<file path="src/rtl/inst_fetch_if_pkg.sv">
// Shared fetch definitions: state encoding,
// reset PC default and sram size code.
package inst_fetch_if_pkg;

  localparam logic [31:0] RESET_PC_DEF = 32'h1c00_0000;
  localparam logic [1:0]  SIZE_WORD    = 2'b10;

  localparam int ST_INIT = 0;
  localparam int ST_REQ  = 1;
  localparam int ST_WAIT = 2;
  localparam int ST_HOLD = 3;
  localparam int ST_DISC = 4;

  typedef enum logic [4:0] {
    S_INIT = 5'b00001,
    S_REQ  = 5'b00010,
    S_WAIT = 5'b00100,
    S_HOLD = 5'b01000,
    S_DISC = 5'b10000
  } fetch_state_e;

  function automatic logic [31:0] seq_pc(
    input logic [31:0] pc
  );
    return pc + 32'd4;
  endfunction

endpackage

</file>
<file path="src/rtl/inst_fetch_if.sv">
// Instruction fetch front end: one outstanding sram read, one-entry
// buffer to decode, redirect with stale-response discard.
// Ports: aclk/aresetn, flush_*, inst_sram_* master, if_* to decode, id_ready.
module inst_fetch_if
  import inst_fetch_if_pkg::*;
#(
  parameter logic [31:0] RESET_PC = RESET_PC_DEF
) (
  input  logic        aclk,
  input  logic        aresetn,
  input  logic        flush_valid,
  input  logic [31:0] flush_pc,
  output logic        inst_sram_req,
  output logic        inst_sram_wr,
  output logic [1:0]  inst_sram_size,
  output logic [31:0] inst_sram_addr,
  output logic [3:0]  inst_sram_wstrb,
  output logic [31:0] inst_sram_wdata,
  input  logic        inst_sram_addr_ok,
  input  logic        inst_sram_data_ok,
  input  logic [31:0] inst_sram_rdata,
  output logic        if_valid,
  output logic [31:0] if_pc,
  output logic [31:0] if_inst,
  input  logic        id_ready
);

  fetch_state_e state, state_nxt;
  logic [31:0]  pc, pc_nxt;
  logic [31:0]  inst_buf;
  logic         buf_we;

  always_ff @(posedge aclk or negedge aresetn) begin
    if (!aresetn) begin
      state    <= S_INIT;
      pc       <= RESET_PC;
      inst_buf <= 32'd0;
    end else begin
      state <= state_nxt;
      pc    <= pc_nxt;
      if (buf_we) inst_buf <= inst_sram_rdata;
    end
  end

  // A flush always retargets pc; whether we must still
  // swallow a response decides between REQ and DISC.
  always_comb begin
    state_nxt = state;
    pc_nxt    = pc;
    buf_we    = 1'b0;
    unique case (1'b1)
      state[ST_INIT]: begin
        state_nxt = S_REQ;
        if (flush_valid) pc_nxt = flush_pc;
      end
      state[ST_REQ]: begin
        if (flush_valid) begin
          pc_nxt    = flush_pc;
          state_nxt = inst_sram_addr_ok ? S_DISC : S_REQ;
        end else if (inst_sram_addr_ok) begin
          state_nxt = S_WAIT;
        end
      end
      state[ST_WAIT]: begin
        if (flush_valid) begin
          pc_nxt    = flush_pc;
          state_nxt = inst_sram_data_ok ? S_REQ : S_DISC;
        end else if (inst_sram_data_ok) begin
          buf_we    = 1'b1;
          state_nxt = S_HOLD;
        end
      end
      state[ST_HOLD]: begin
        if (flush_valid) begin
          pc_nxt    = flush_pc;
          state_nxt = S_REQ;
        end else if (id_ready) begin
          pc_nxt    = seq_pc(pc);
          state_nxt = S_REQ;
        end
      end
      state[ST_DISC]: begin
        if (flush_valid) pc_nxt = flush_pc;
        if (inst_sram_data_ok) state_nxt = S_REQ;
      end
      default: begin
        state_nxt = S_INIT;
      end
    endcase
  end

  assign inst_sram_req   = state[ST_REQ];
  assign inst_sram_wr    = 1'b0;
  assign inst_sram_size  = SIZE_WORD;
  assign inst_sram_addr  = pc;
  assign inst_sram_wstrb = 4'd0;
  assign inst_sram_wdata = 32'd0;

  assign if_valid = state[ST_HOLD];
  assign if_pc    = pc;
  assign if_inst  = inst_buf;

endmodule

</file>
<file path="config.mk">
export PLATFORM = sky130hd
export DESIGN_NAME = inst_fetch_if
export DESIGN_NICKNAME = d
export VERILOG_FILES = /design/src/rtl/inst_fetch_if_pkg.sv /design/src/rtl/inst_fetch_if.sv
export SDC_FILE = /design/constraint.sdc
export NUM_CORES = 1
export LEC_CHECK = 0
export CAP_MARGIN = 20
export CELL_PAD_IN_SITES_DETAIL_PLACEMENT = 1
export CELL_PAD_IN_SITES_GLOBAL_PLACEMENT = 1
export CORE_UTILIZATION = 29
export DETAILED_ROUTE_END_ITERATION = 12
export PLACE_DENSITY = 0.89
export SYNTH_ARGS = -nofsm -noshare
export SYNTH_HDL_FRONTEND = slang
export SYNTH_SLANG_ARGS = --single-unit
</file>
<file path="constraint.sdc">
create_clock -name aclk -period 2.3 [get_ports aclk]
set_input_delay 0.46 -clock aclk [delete_from_list [all_inputs] [get_ports aclk]]
set_output_delay 0.46 -clock aclk [all_outputs]
set_load 0.03 [all_outputs]
</file>
==> report_table.html <==
<table>
<tr><th>Metric</th><th>Value</th></tr>
<tr><th colspan="2">Timing</th></tr>
<tr><td>Worst hold slack</td><td>between 0.07 and 0.08 ns</td></tr>
<tr><td>Number of hold-slack violations in the final timing report</td><td>0</td></tr>
<tr><td>Total negative slack</td><td>0 ns</td></tr>
<tr><td>Fmax</td><td>0.480 GHz</td></tr>
<tr><td>Shortest clock period the worst path allows after layout</td><td>approximately 2.1 ns</td></tr>
<tr><td>Final max-slew violation count</td><td>0</td></tr>
<tr><td>Worst clock skew</td><td>between 0.008 and 0.009 ns</td></tr>
<tr><td>Portion of the clock cycle consumed by the worst path in the final layout</td><td>about nine tenths</td></tr>
<tr><td>RSZ-0062 raised after global routing</td><td>no</td></tr>
<tr><td>Final number of setup-violating endpoints</td><td>0</td></tr>
<tr><th colspan="2">Pwr</th></tr>
<tr><td>Clock group share of total power</td><td>roughly 15%</td></tr>
<tr><td>Leakage power of the design</td><td>2.34 nW</td></tr>
<tr><td>Portion of total power attributed to sequential cells</td><td>approximately 27%</td></tr>
<tr><td>Sw power</td><td>between 4 and 5 mW</td></tr>
<tr><td>Net switching share of the total power</td><td>~46%</td></tr>
<tr><td>Internal portion of total power</td><td>just under 5 mW</td></tr>
<tr><td>Worst-case vdd ir drop</td><td>~0.85 mV</td></tr>
<tr><td>Fraction of power consumed by combinational cells</td><td>about 57%</td></tr>
<tr><td>Total power</td><td>just over 9 mW</td></tr>
<tr><td>PD cells</td><td>between 1500 and 2000 nW/um2</td></tr>
<tr><th colspan="2">Layout</th></tr>
<tr><td>Synth-to-layout area growth</td><td>47.7%</td></tr>
<tr><td>Storage cell area</td><td>between 1500 and 2000 um2</td></tr>
<tr><td>Antenna diode count</td><td>0</td></tr>
<tr><td>Layout cells sized above 1</td><td>between 10% and 20%</td></tr>
<tr><td>Final standard cell count with taps included and fillers excluded</td><td>around 710</td></tr>
<tr><td>Area used by multi-input combinational logic</td><td>about 1700 um2</td></tr>
<tr><td>Fill cell count</td><td>1,434</td></tr>
<tr><td>Total Nets Final</td><td>603</td></tr>
<tr><th colspan="2">Floorplan</th></tr>
<tr><td>Die ar.</td><td>between 10,000 and 15,000 um2</td></tr>
<tr><td>Vertical die dimension</td><td>approximately 120 um</td></tr>
<tr><td>CORE AREA</td><td>about 13,000 um2</td></tr>
<tr><td>Number of top-level pins</td><td>207</td></tr>
<tr><td>Die Wd</td><td>between 100 and 150 um</td></tr>
<tr><td>Effective utilization at floorplan</td><td>between 30% and 40%</td></tr>
<tr><td>Number of standard-cell rows in the floorplan</td><td>between 40 and 50</td></tr>
<tr><th colspan="2">Drt</th></tr>
<tr><td>Number of nets with antenna violations after detailed routing</td><td>0</td></tr>
<tr><td>Post-route DRC violation count</td><td>0</td></tr>
<tr><td>Final routed wire length divided by cell count</td><td>between 15 and 20 um</td></tr>
<tr><td>Aggregate routed wire length</td><td>around 12,000 um</td></tr>
<tr><td>Number of iterations in the first detailed-routing pass</td><td>4</td></tr>
<tr><td>Via count</td><td>about 3,400</td></tr>
<tr><td>Count of routing violations after the opening detailed-route iteration</td><td>approximately 190</td></tr>
<tr><td>Detailed-route vias per instance</td><td>between 4 and 5</td></tr>
<tr><th colspan="2">Yosys</th></tr>
<tr><td>Flip-flop cell with the highest count after synthesis</td><td>sky130_fd_sc_hd__dfrtp_1</td></tr>
<tr><td>Async set-reset flop share out of synthesis</td><td>100%</td></tr>
<tr><td>Number of cells produced by synthesis</td><td>~390</td></tr>
<tr><td>Post-synthesis instance area</td><td>3880 um2</td></tr>
<tr><td>Number of synthesized flops with an enable pin</td><td>0</td></tr>
<tr><td>Number of different library cells in the post-synthesis netlist</td><td>46</td></tr>
<tr><td>FF+latch count, synth</td><td>between 60 and 70</td></tr>
<tr><td>Warnings, synthesis</td><td>0</td></tr>
<tr><td>Average cell area after synthesis</td><td>around 9.9 um2</td></tr>
<tr><td>Post-synthesis sequential area ratio</td><td>between 40% and 50%</td></tr>
<tr><th colspan="2">Clocking</th></tr>
<tr><td>Setup Fix Bufs, Post-CTS</td><td>0</td></tr>
<tr><td>CTS tree</td><td>built</td></tr>
<tr><td>Maximum buffer depth of the clock tree</td><td>2</td></tr>
<tr><td>Clock root buffer master</td><td>sky130_fd_sc_hd__clkbuf_16</td></tr>
<tr><td>Clock network latency to the later pin of the worst-skew pair</td><td>0.34 ns</td></tr>
<tr><td>Count of hold-fix buffers inserted at cts</td><td>0</td></tr>
<tr><td>Gates resized, CTS repair</td><td>0</td></tr>
<tr><td>Inserted Clock Buffers</td><td>9</td></tr>
<tr><td>Num Clock Sinks</td><td>69</td></tr>
<tr><td>Clock slew at reported path FFs</td><td>0.06 ns</td></tr>
<tr><td>Total number of H-tree levels</td><td>3</td></tr>
<tr><th colspan="2">Place</th></tr>
<tr><td>Port-buffer cells</td><td>between 150 and 200</td></tr>
<tr><td>Final GP Congestion</td><td>0.792</td></tr>
<tr><td>HPWL after detailed placement</td><td>roughly 9300 um</td></tr>
<tr><td>Number of cells in the design after placement</td><td>693</td></tr>
<tr><th colspan="2">Run</th></tr>
<tr><td>Maxcap violations</td><td>0</td></tr>
<tr><th colspan="2">Worst setup path</th></tr>
<tr><td>Logic depth of the worst register-to-register path</td><td>6</td></tr>
<tr><td>Number of buffers and inverters on the critical path</td><td>1</td></tr>
<tr><td>Critical Path End Type</td><td>primary output</td></tr>
<tr><td>Setup crit start kind</td><td>register</td></tr>
<tr><td>Cells traversed along the worst timing path</td><td>clkdlybuf4s50_1</td></tr>
<tr><td>CP Depth</td><td>1</td></tr>
<tr><td>Critical Path AT</td><td>about 1.6 ns</td></tr>
<tr><td>Worst Path Class, Setup</td><td>reg2out</td></tr>
<tr><td>Family with the most delay on the worst path</td><td>buffers and inverters</td></tr>
<tr><td>Largest fanout of any net on the critical path</td><td>9</td></tr>
<tr><td>Crit-path max cell delay</td><td>around 0.75 ns</td></tr>
<tr><td>Crit-path slowest cell</td><td>sky130_fd_sc_hd__clkdlybuf4s50_1</td></tr>
<tr><td>Required time reported for the critical path endpoint</td><td>between 1.5 and 2 ns</td></tr>
<tr><th colspan="2">GRT</th></tr>
<tr><td>Global-route wire length before repair</td><td>approximately 20,000 um</td></tr>
<tr><td>Antenna violations before repair</td><td>0</td></tr>
<tr><td>Largest net degree at the start of global routing</td><td>40</td></tr>
<tr><td>Via count of the first global-routing pass</td><td>between 3,000 and 4,000</td></tr>
<tr><td>Remaining global-route overflow</td><td>0</td></tr>
<tr><td>Total GRT Usage</td><td>~18%</td></tr>
<tr><th colspan="2">Run status</th></tr>
<tr><td>Result of the run</td><td>finished clean</td></tr>
<tr><th colspan="2">Hold path</th></tr>
<tr><td>Tightest Hold Check Type</td><td>in2async</td></tr>
</table>
## worst reg2reg max path, delay by kind of cell (launching register included)
| family | cells | cell delay [ns] |
|---|---|---|
| buffers and inverters | 1 | 0.29 |
| flip-flops | 1 | 0.43 |
| AO/OA/AOI/OAI | 2 | 0.29 |
| AND/OR/NAND/NOR | 3 | 0.94 |
## worst paths after layout
path,startpoint,endpoint,slack [ns]
max,if_pc[14],if_pc[14],0.22
max reg2reg,state[1],if_pc[6],0.23
min in group aclk,if_inst[5],if_inst[5],0.51
min reg2reg,if_inst[5],if_inst[5],0.51
min,aresetn,if_pc[21],0.08
max in group asynchronous,aresetn,if_pc[8],1.63
## cell usage after synthesis (2+ instances only)
cell                        instances  area, um2
sky130_fd_sc_hd__buf_4             72        541
sky130_fd_sc_hd__buf_2             11       55.1
sky130_fd_sc_hd__o22ai_1           13       81.3
sky130_fd_sc_hd__inv_1              6       22.5
sky130_fd_sc_hd__o22a_1             3       26.3
sky130_fd_sc_hd__o21ai_0           17       85.1
sky130_fd_sc_hd__nand3_1           18       90.1
sky130_fd_sc_hd__and2_1             2       12.5
sky130_fd_sc_hd__a21oi_1           34        170
sky130_fd_sc_hd__a2bb2oi_1         13        114
sky130_fd_sc_hd__dfstp_2            4        105
sky130_fd_sc_hd__clkbuf_1           7       26.3
sky130_fd_sc_hd__nand2_1           27        101
sky130_fd_sc_hd__nor2_1            18       67.6
sky130_fd_sc_hd__and3_1             3       18.8
sky130_fd_sc_hd__mux2_2            34        383
sky130_fd_sc_hd__nand4_1            9       56.3
sky130_fd_sc_hd__a22oi_1            3       22.5
sky130_fd_sc_hd__dfrtp_1           65       1630
sky130_fd_sc_hd__a31oi_1            5       31.3
sky130_fd_sc_hd__conb_1             2       7.51
## routing by layer
metal / global-route usage, % / share of wire [%] / vias up
met3: 6.20 / 8.7 / 18
met2: 29.6 / 48 / 172
li1: - / - / 1577
met4: 8.25 / 2.1 / 0
met5: 0 / 0 / -
met1: 21.2 / 41 / 1644
## cells in the final DEF, fill, tap and decap left out, drive strengths merged, types with 3 or more instances in the layout
cell type	count
a21oi	34
a22oi	3
a2bb2oi	13
a31oi	5
and3	3
buf	17
clkbuf	12
clkdlybuf4s50	166
conb	39
dfrtp	65
dfstp	4
inv	6
mux2	34
nand2	27
nand3	19
nand4	9
nor2	19
nor4	3
o21ai	18
o22a	3
o22ai	13
## state kept, by name, indices dropped and copies added (netlist names)
| register | flops |
|---|---|
| if_inst | 32 |
| if_pc | 32 |
| state | 5 |
## through the flow
stage | worst slack, ns | utilization (%) | instance area [um2]
global route | 0.136 | 44.7 | 5730
detailed placement | 0.171 | 42.4 | 5430
floorplan | 0.338 | - | 4020
CTS | 0.176 | 44.7 | 5730
finish | 0.215 | 44.7 | 5730
global placement | 0.282 | 42.4 | 5430
## cells by family (layout without fill, tap and decap cells)
| kind of cell | after synthesis | count (layout) | share of synthesized area (%) |
|---|---|---|---|
| AO/OA/AOI/OAI | 100 | 100 | 16.2 |
| buffers and inverters | 96 | 205 | 16.6 |
| AND/OR/NAND/NOR | 88 | 88 | 11.8 |
| flip-flops | 69 | 69 | 44.7 |
| other | 2 | 39 | 0.194 |
| adder cells (fa/ha/maj) | 1 | 1 | 0.323 |
| multiplexers | 35 | 35 | 10.1 |
## power by group through the flow
stage / Clock, mW / Combinational [mW] / Sequential (mW)
after floorplan: 0 / 2.35 / 3.49
after global placement: 0 / 5.15 / 2.45
after detailed placement: 0 / 5.26 / 2.52
after CTS: 1.43 / 5.30 / 2.51
after global routing: 1.48 / 5.53 / 2.60
final: 1.39 / 5.26 / 2.50
## layout make-up
type                       count  share of cell area, %
timing repair buffer         183                   31.7
sequential                    69                   30.2
multi-input combinational    263                   28.8
clock buffer                  12                   4.30
tap                          172                   3.76
clock inverter                 4                  0.830
inverter                       6                  0.393
Power figures use the tool's default switching activity.
